$ cat src/rtl/id_decode_stage.sv
// MIPS ID stage: decodes id_instr into a class/control bundle, registers it as ID/EX,
// and stalls on Tuse/Tnew hazards against EX/MEM producers. Optional decode: DECODE_EXT_EN.
module id_decode_stage #(
    parameter int          PC_W     = 32,
    parameter logic [4:0]  LINK_REG = 5'd31
) (
    input  logic            clk,
    input  logic            rst_n,
    input  logic            id_valid,
    input  logic [31:0]     id_instr,
    input  logic [PC_W-1:0] id_pc,
    input  logic            flush,
    output logic            stall,
    output logic            illegal,
    output logic            ex_valid,
    output logic [PC_W-1:0] ex_pc,
    output logic [3:0]      ex_class,
    output logic [4:0]      ex_rs,
    output logic [4:0]      ex_rt,
    output logic [4:0]      ex_wa,
    output logic [31:0]     ex_imm,
    output logic            ex_reg_we,
    output logic            ex_mem_re,
    output logic            ex_mem_we
);

    typedef enum logic [3:0] {
        CLS_NOP     = 4'd0,
        CLS_ADDU    = 4'd1,
        CLS_SUBU    = 4'd2,
        CLS_ORI     = 4'd3,
        CLS_LUI     = 4'd4,
        CLS_LW      = 4'd5,
        CLS_SW      = 4'd6,
        CLS_BEQ     = 4'd7,
        CLS_J       = 4'd8,
        CLS_JAL     = 4'd9,
        CLS_JR      = 4'd10,
        CLS_ADDIU   = 4'd11,
        CLS_SLT     = 4'd12,
        CLS_BNE     = 4'd13,
        CLS_SLL     = 4'd14,
        CLS_ILLEGAL = 4'd15
    } cls_e;

    typedef struct packed {
        logic [4:0] wa;
        logic       we;
        logic [1:0] tnew;
    } trk_t;

    logic [5:0]  op;
    logic [5:0]  func;
    logic [4:0]  rs;
    logic [4:0]  rt;
    logic [4:0]  rd;
    logic [15:0] imm16;

    assign op    = id_instr[31:26];
    assign rs    = id_instr[25:21];
    assign rt    = id_instr[20:16];
    assign rd    = id_instr[15:11];
    assign func  = id_instr[5:0];
    assign imm16 = id_instr[15:0];

    cls_e        dec_class;
    logic [4:0]  dec_wa;
    logic [31:0] dec_imm;
    logic        dec_we;
    logic        rs_used;
    logic [1:0]  rs_tuse;
    logic        rt_used;
    logic [1:0]  rt_tuse;

    trk_t ex_trk;
    trk_t mem_trk;

    // Class decode. The all-zero word must stay NOP even though it matches SLL's encoding.
    always_comb begin
        // NOTE: default every combinational output first so no path leaves one unassigned (latch).
        dec_class = CLS_ILLEGAL;
        if (id_instr == 32'd0) begin
            dec_class = CLS_NOP;
        end else begin
            case (op)
                6'h00: begin
                    case (func)
                        6'h21:   dec_class = CLS_ADDU;
                        6'h23:   dec_class = CLS_SUBU;
                        6'h08:   dec_class = CLS_JR;
`ifdef DECODE_EXT_EN
                        6'h2A:   dec_class = CLS_SLT;
                        6'h00:   dec_class = CLS_SLL;
`endif
                        default: dec_class = CLS_ILLEGAL;
                    endcase
                end
                6'h0D:   dec_class = CLS_ORI;
                6'h0F:   dec_class = CLS_LUI;
                6'h23:   dec_class = CLS_LW;
                6'h2B:   dec_class = CLS_SW;
                6'h04:   dec_class = CLS_BEQ;
                6'h02:   dec_class = CLS_J;
                6'h03:   dec_class = CLS_JAL;
`ifdef DECODE_EXT_EN
                6'h09:   dec_class = CLS_ADDIU;
                6'h05:   dec_class = CLS_BNE;
`endif
                default: dec_class = CLS_ILLEGAL;
            endcase
        end
    end

    // Destination, immediate and operand-use attributes per class.
    always_comb begin
        dec_wa  = 5'd0;
        dec_imm = 32'd0;
        rs_used = 1'b0;
        rs_tuse = 2'd0;
        rt_used = 1'b0;
        rt_tuse = 2'd0;
        case (dec_class)
            CLS_ADDU, CLS_SUBU: begin
                dec_wa  = rd;
                rs_used = 1'b1; rs_tuse = 2'd1;
                rt_used = 1'b1; rt_tuse = 2'd1;
            end
            CLS_ORI: begin
                dec_wa  = rt;
                dec_imm = {16'd0, imm16};
                rs_used = 1'b1; rs_tuse = 2'd1;
            end
            CLS_LUI: begin
                dec_wa  = rt;
                dec_imm = {imm16, 16'd0};
            end
            CLS_LW: begin
                dec_wa  = rt;
                dec_imm = {{16{imm16[15]}}, imm16};
                rs_used = 1'b1; rs_tuse = 2'd1;
            end
            CLS_SW: begin
                dec_imm = {{16{imm16[15]}}, imm16};
                rs_used = 1'b1; rs_tuse = 2'd1;
                rt_used = 1'b1; rt_tuse = 2'd2;
            end
            CLS_BEQ: begin
                dec_imm = {{16{imm16[15]}}, imm16};
                rs_used = 1'b1; rs_tuse = 2'd0;
                rt_used = 1'b1; rt_tuse = 2'd0;
            end
            CLS_J: begin
                dec_imm = {4'd0, id_instr[25:0], 2'b00};
            end
            CLS_JAL: begin
                dec_wa  = LINK_REG;
                dec_imm = {4'd0, id_instr[25:0], 2'b00};
            end
            CLS_JR: begin
                rs_used = 1'b1; rs_tuse = 2'd0;
            end
`ifdef DECODE_EXT_EN
            CLS_ADDIU: begin
                dec_wa  = rt;
                dec_imm = {{16{imm16[15]}}, imm16};
                rs_used = 1'b1; rs_tuse = 2'd1;
            end
            CLS_SLT: begin
                dec_wa  = rd;
                rs_used = 1'b1; rs_tuse = 2'd1;
                rt_used = 1'b1; rt_tuse = 2'd1;
            end
            CLS_BNE: begin
                dec_imm = {{16{imm16[15]}}, imm16};
                rs_used = 1'b1; rs_tuse = 2'd0;
                rt_used = 1'b1; rt_tuse = 2'd0;
            end
            CLS_SLL: begin
                dec_wa  = rd;
                dec_imm = {27'd0, id_instr[10:6]};
                rt_used = 1'b1; rt_tuse = 2'd1;
            end
`endif
            default: begin
                dec_wa  = 5'd0;
                dec_imm = 32'd0;
            end
        endcase
    end

    assign dec_we = (dec_wa != 5'd0);

    function automatic logic hazard_on(input trk_t e, input logic [4:0] src,
                                       input logic used, input logic [1:0] tuse);
        return used && e.we && (e.wa == src) && (src != 5'd0) && (e.tnew > tuse);
    endfunction

    logic hazard_rs;
    logic hazard_rt;
    logic accept;

    assign hazard_rs = hazard_on(ex_trk, rs, rs_used, rs_tuse) ||
                       hazard_on(mem_trk, rs, rs_used, rs_tuse);
    assign hazard_rt = hazard_on(ex_trk, rt, rt_used, rt_tuse) ||
                       hazard_on(mem_trk, rt, rt_used, rt_tuse);
    assign stall     = id_valid && !flush && (hazard_rs || hazard_rt);
    assign accept    = id_valid && !flush && !stall;

    // ID/EX register plus producer tracker; a bubble clears the bundle and the EX entry.
    always_ff @(posedge clk or negedge rst_n) begin
        if (!rst_n) begin
            ex_valid  <= 1'b0;
            ex_pc     <= '0;
            ex_class  <= CLS_NOP;
            ex_rs     <= 5'd0;
            ex_rt     <= 5'd0;
            ex_wa     <= 5'd0;
            ex_imm    <= 32'd0;
            ex_reg_we <= 1'b0;
            ex_mem_re <= 1'b0;
            ex_mem_we <= 1'b0;
            ex_trk    <= '0;
            mem_trk   <= '0;
            illegal   <= 1'b0;
        end else begin
            // NOTE: non-blocking assignments so every register samples pre-edge values.
            if (accept) begin
                ex_valid  <= 1'b1;
                ex_pc     <= id_pc;
                ex_class  <= dec_class;
                ex_rs     <= rs;
                ex_rt     <= rt;
                ex_wa     <= dec_wa;
                ex_imm    <= dec_imm;
                ex_reg_we <= dec_we;
                ex_mem_re <= (dec_class == CLS_LW);
                ex_mem_we <= (dec_class == CLS_SW);
                ex_trk    <= '{wa: dec_wa, we: dec_we,
                               tnew: (dec_class == CLS_LW) ? 2'd2 : 2'd1};
            end else begin
                ex_valid  <= 1'b0;
                ex_pc     <= '0;
                ex_class  <= CLS_NOP;
                ex_rs     <= 5'd0;
                ex_rt     <= 5'd0;
                ex_wa     <= 5'd0;
                ex_imm    <= 32'd0;
                ex_reg_we <= 1'b0;
                ex_mem_re <= 1'b0;
                ex_mem_we <= 1'b0;
                ex_trk    <= '0;
            end
            mem_trk <= '{wa: ex_trk.wa, we: ex_trk.we,
                         tnew: (ex_trk.tnew == 2'd0) ? 2'd0 : ex_trk.tnew - 2'd1};
            if (ex_valid && (ex_class == CLS_ILLEGAL))
                illegal <= 1'b1;
        end
    end

endmodule
$ cat config.mk
export PLATFORM = sky130hd
export DESIGN_NAME = id_decode_stage
export DESIGN_NICKNAME = d
export VERILOG_FILES = /design/src/rtl/id_decode_stage.sv
export SDC_FILE = /design/constraint.sdc
export NUM_CORES = 1
export LEC_CHECK = 0
export CAP_MARGIN = 10
export CORE_ASPECT_RATIO = 1.4
export CORE_MARGIN = 1.5
export CORE_UTILIZATION = 30
export CTS_BUF_LIST = sky130_fd_sc_hd__clkbuf_8
export CTS_CLUSTER_DIAMETER = 60
export DETAILED_ROUTE_END_ITERATION = 10
export DONT_BUFFER_PORTS = 1
export PLACE_DENSITY = 0.5
export SETUP_SLACK_MARGIN = 0.5
export SLEW_MARGIN = 20
export SYNTH_ARGS = -nofsm -noshare
export SYNTH_HDL_FRONTEND = slang
export SYNTH_SLANG_ARGS = --single-unit
$ cat constraint.sdc
create_clock -name clk -period 5.6 [get_ports clk]
set_input_delay 1.12 -clock clk [delete_from_list [all_inputs] [get_ports clk]]
set_output_delay 1.12 -clock clk [all_outputs]
set_load 0.05 [all_outputs]
==> results.ini, run 1 <==
[critical_path]
cp.buffers_inverters=1
critPathLaunchType=input port
crit_path_end_kind=primary output
crit_path_max_fanout=13
cp_cell_sequence=or4_1 > a211oi_1 > a2111o_1 > a21oi_1 > or2_2 > ha_1 > nor2_1 > o211ai_1 > o22ai_1 > nand3_1 > a21oi_2 > buf_4
crit_family=simple AND/OR/NAND/NOR gates
crit_slowest_cell=or4_1
required_ps=4480
critPathArrivalTime_ps=3810
path_class=input port to primary output
max_stage_delay_ps=570

[die]
die_area_um2=14830
die_y_um=143.5
core-area_um2=13850
initial_core_util=0.3054
io-pin-count=157
chipWidth_um=103.3
fp-row-count=51

[status]
status=complete, no violations

[yosys]
synthFlopType=dfrtp_1
synth_top_family_by_area=simple AND/OR/NAND/NOR gates
ys_top_cells_by_area=dfrtp_1, and2_1, a22oi_1, xnor2_1, nor2_1
synth-edff-count=0
synth_fa_ha_area_frac=0.01775
synth_top_area_frac=0.5740
synthDistinctLibCells=48
synth-seq-cells=97
synth_largest_area_cell=dfrtp_1
synth-seq-area-share=0.5740
synth_compound_area_frac=0.1275
postSynthAreaPerCell_um2=10.73
synth_xor_area_frac=0.04142
synth_warnings=0
synthMuxAreaShare=0
synth_fp_nets=468
synthesis.area_um2=4229
synthCells=394
synthArstFlopShare=1.000
synthSimpleGateAreaFrac=0.1973

[detailed_routing]
drc_errors=0
avgViaCountPerCell=5.190
drtIter0Drc=202
dr_total_vias=2974
drt_pass1_iterations=4
postRouteAntennaNets=0
wirelength_um=11830
wl_per_cell_um=20.64

[grt]
grt_first_pass_wirelength_um=17530
gr-total-overflow=0
antenna_found_initial=0
grt_max_degree=98
grt_pass1_vias=2865
grt_use_total=0.1613

[finish]
drive_above_1_share=0.09536
nets=457
syn_to_final_growth_pct=8.106
fin_util=0.3302
insertedDiodeCount=0

[cts]
clk_pin_slew_ps=110
cts_tree=done
clock_sinks=97
cts_made_buffers=9
clk_latency_ps=370
root_buffer=clkbuf_8
htreeDepth=3
cts_hold_buf=0
clk_path_buf_depth=2

[sta]
fin_hold_ws_ps=431.4
rsz0062_at_grt=false
worst_pin_slew_ps=800.3
setup_slack_ps=666.4
finalHoldViolCount=0
fin_crit_ps=4934
max_freq_mhz=202.7
min_period_over_period=0.8810
maxSlewViolCount=0
setup_viol=0
slew_headroom=0.4624
setup_tns_ps=0
skew_ps=14.01

[placed_design]
dp_hpwl_um=8667
gp_congestion=0.9738
post-place-ws_ps=389.9
io_buffers=0

[power]
leakage_nw=1.969
p_total_mw=1.361
max-vdd-ir-drop_v=0.0001526
p_per_area_nw_per_um2=297.6

[worst_hold_path]
min_path_type=input port to asynchronous set/reset pin

[run]
cap_viol_max_count=0

## cells by family (layout without fill, tap and decap cells)
family / count (synthesis) / in the layout
AO/OA/AOI/OAI: 79 / 79
flip-flops: 97 / 97
XOR/XNOR: 20 / 20
adder cells (fa/ha/maj): 6 / 6
buffers and inverters: 36 / 30
AND/OR/NAND/NOR: 156 / 156
## state kept, by name, summed over array words and instances, names as in the netlist
name and count:
ex_pc 32, ex_imm 32, ex_rt 5, ex_trk 6, ex_reg_we 1, ex_rs 5
ex_class 4, illegal 1, ex_valid 1, ex_mem_we 1, ex_mem_re 1, mem_trk 8
## metrics by stage
| step | instances | instance area, µm² |
|---|---|---|
| after floorplan | 394 | 4238 |
| after global placement | 555 | 4352 |
| after detailed placement | 555 | 4352 |
| after CTS | 573 | 4554 |
| after global routing | 573 | 4572 |
| final | 573 | 4572 |
## Yosys cell counts, types with 7 or more instances
cell type   n
clkbuf_1   15
nor2_1     36
and2_1     44
nor3_1     10
o21ai_0     8
inv_1       7
nand3_1    11
and3_1      8
xnor2_1    18
nand2_1    19
dfrtp_1    97
a21oi_1    22
a22oi_1    25
## path summary, 6_finish.rpt
path	from	end	slack (ps)	cells past startpoint
min in group clk	ex_trk[0]	mem_trk[0]	450	1
setup / recovery	id_instr[31]	stall	670	12
setup reg to reg	ex_mem_re	ex_class[2]	2780	8
hold / removal	rst_n	ex_rs[2]	430	0
hold reg to reg	ex_trk[0]	mem_trk[0]	450	1
max in group asynchronous	rst_n	ex_pc[28]	4970	0
## report_power, final
part | internal (mW) | switching [mW]
sequential | 0.728 | 0.122
clock | 0.170 | 0.261
combinational | 0.0346 | 0.0442
total | 0.933 | 0.428
## layout make-up
type | count | area [µm²]
fillers | 1432 | 9275
well taps | 185 | 231.5
multi-input cells | 261 | 1650
clock inverters | 7 | 63.81
repair buffers | 6 | 45.04
clock buffers | 9 | 123.9
flip-flops and latches | 97 | 2427
inverters | 8 | 30.03
## placed cells by master (no fill, tap or decap), drive strengths merged, types with 2 or more instances in the layout
cell,n
a21oi,22
a221oi,6
a22oi,25
a31oi,2
and2,44
and3,8
and3b,4
buf,6
clkbuf,9
clkinv,5
dfrtp,97
ha,6
inv,10
nand2,19
nand3,11
nand4,2
nor2,36
nor2b,3
nor3,10
nor4,4
o211ai,2
o21ai,9
o22ai,3
or2,7
or4,3
xnor2,18
xor2,2
## routing by layer
metal  track usage  part of all wire  vias up
li1              -                 -     1344
met1        0.2045              0.39     1512
met2        0.2659              0.53      111
met3       0.04183             0.068        7
met4       0.05121             0.010        0
met5             0                 0        -
## timing repair
action,in CTS,in global routing
buffers inserted,2,0
resized for setup,0,4
pin swaps,1,1
endpoints found under the setup margin,1,1
No activity file was read; power rests on OpenSTA's default activity.
==> run 2, diff against run 1 <==
- CELL_PAD_IN_SITES_DETAIL_PLACEMENT: not set -> 1
- CELL_PAD_IN_SITES_GLOBAL_PLACEMENT: not set -> 2
- PLACE_DENSITY: 0.5 -> 0.71
- RECOVER_POWER: not set -> 25
==> results.ini, run 2 (same netlist as run 1, synthesis figures left out) <==
[status]
status=complete, no violations

[detailed_routing]
avgViaCountPerCell=5.239
postRouteAntennaNets=0
wl_per_cell_um=20.77
dr.max_layer_used=met4
m1WireLength_um=4514
wirelength_um=11900
drt_pass1_iterations=4
wl_met3_um=903
drc_errors=0
drtIter0Drc=158
dr_total_vias=3002
met2WireLength_um=6287

[sta]
fin_crit_ps=4937
maxSlewViolCount=0
slew_headroom=0.5517
setup_slack_ps=662.9
rsz0062_at_grt=false
min_period_over_period=0.8816
worst_pin_slew_ps=667.2
skew_ps=12.01
setup_tns_ps=0
setup_viol=0
finalHoldViolCount=0
max_freq_mhz=202.5

[cts]
clock_sinks=97
cts_hold_buf=0
cts_made_buffers=9
root_buffer=clkbuf_8
clk_path_buf_depth=2
htreeDepth=3
cts_tree=done
clk_latency_ps=360
clk_pin_slew_ps=90

[die]
core-area_um2=13850
fp-row-count=51
die_y_um=143.5
chipWidth_um=103.3
die_area_um2=14830
io-pin-count=157
initial_core_util=0.3054

[finish]
final_common_cell=dfrtp_1
nets=457
insertedDiodeCount=0
drive_above_1_share=0.09021
reg_top3=ex_imm (32), ex_pc (32), mem_trk (8)
fin_cells=573
syn_to_final_growth_pct=7.811
mostFrequentLayoutCells=dfrtp_1, and2_1, nor2_1

[power]
p_total_mw=1.333
leakage_nw=1.962
max-vdd-ir-drop_v=0.00008426
p_per_area_nw_per_um2=292.3

[critical_path]
crit_path_max_fanout=13
crit_path_end_kind=primary output
critPathArrivalTime_ps=3820
path_class=input port to primary output
required_ps=4480
critPathLaunchType=input port
r2r_slack_ps=2990

[grt]
grt_pass1_vias=3036
grt_first_pass_wirelength_um=17880
grt_max_degree=98
antenna_found_initial=0
grt_use_total=0.1627
gr-total-overflow=0

[worst_hold_path]
min_path_type=input port to asynchronous set/reset pin

[placed_design]
dpl.cell_count=556
post-place-ws_ps=503.6
gp_congestion=0.7609
io_buffers=0
dp_hpwl_um=8804

[run]
cap_viol_max_count=0

run 2: report_power, final:
| part | leakage [nW] | internal [mW] | total, mW | switching, mW |
|---|---|---|---|---|
| combinational | 0.570 | 0.0351 | 0.0791 | 0.0439 |
| clock | 0.0897 | 0.161 | 0.404 | 0.243 |
| sequential | 1.30 | 0.728 | 0.850 | 0.121 |
| total | 1.96 | 0.925 | 1.33 | 0.408 |
run 2: cell type report:
type                       count  area, µm²
timing repair buffer           6      45.04
inverter                       8      30.03
tap                          185      231.5
multi-input combinational    261       1654
clock buffer                   9      123.9
sequential                    97       2427
fill                        1574       9288
clock inverter                 7      47.55
run 2: path summary, 6_finish.rpt:
path                            cells after the start     endpoint          from
worst max-delay path                               13        stall  id_instr[31]
worst min-delay path                                0    ex_pc[22]         rst_n
worst max register to register                      8  ex_class[3]     ex_mem_re
worst min register to register                      1   mem_trk[0]     ex_trk[0]
max in group asynchronous                           0   ex_imm[17]         rst_n
min in group clk                                    1   mem_trk[0]     ex_trk[0]
run 2: layer usage:
metal	GRT usage	vias up
met2	0.2903	138
li1	-	1336
met5	0	-
met1	0.1832	1515
met4	0.06046	0
met3	0.04134	13
run 2: through the flow:
| step | hold slack, ps | cell area [µm²] | utilization |
|---|---|---|---|
| 2_1_floorplan | 416.3 | 4238 | - |
| 3_3_place_gp | 436.3 | 4359 | 0.3148 |
| 3_5_place_dp | 436.9 | 4359 | 0.3148 |
| 4_1_cts | 421.8 | 4537 | 0.3276 |
| 5_1_grt | 406.8 | 4559 | 0.3293 |
| 6_report | 443.2 | 4559 | 0.3293 |
run 2: repair_timing:
action,in CTS,in global routing
endpoints found under the setup margin,1,1
setup buffers,0,1
resized for setup,1,5
pin swaps,0,1
run 2: worst max-delay path, stage by stage:
cell and delay (ps):
or4_1 600, nor2_4 150, a311oi_2 160, nor3_2 190, buf_4 170, ha_1 230
nand2_1 70, nand3_1 70, nor4_1 210, o21ai_1 150, or2_2 300, a21oi_2 160
buf_4 220
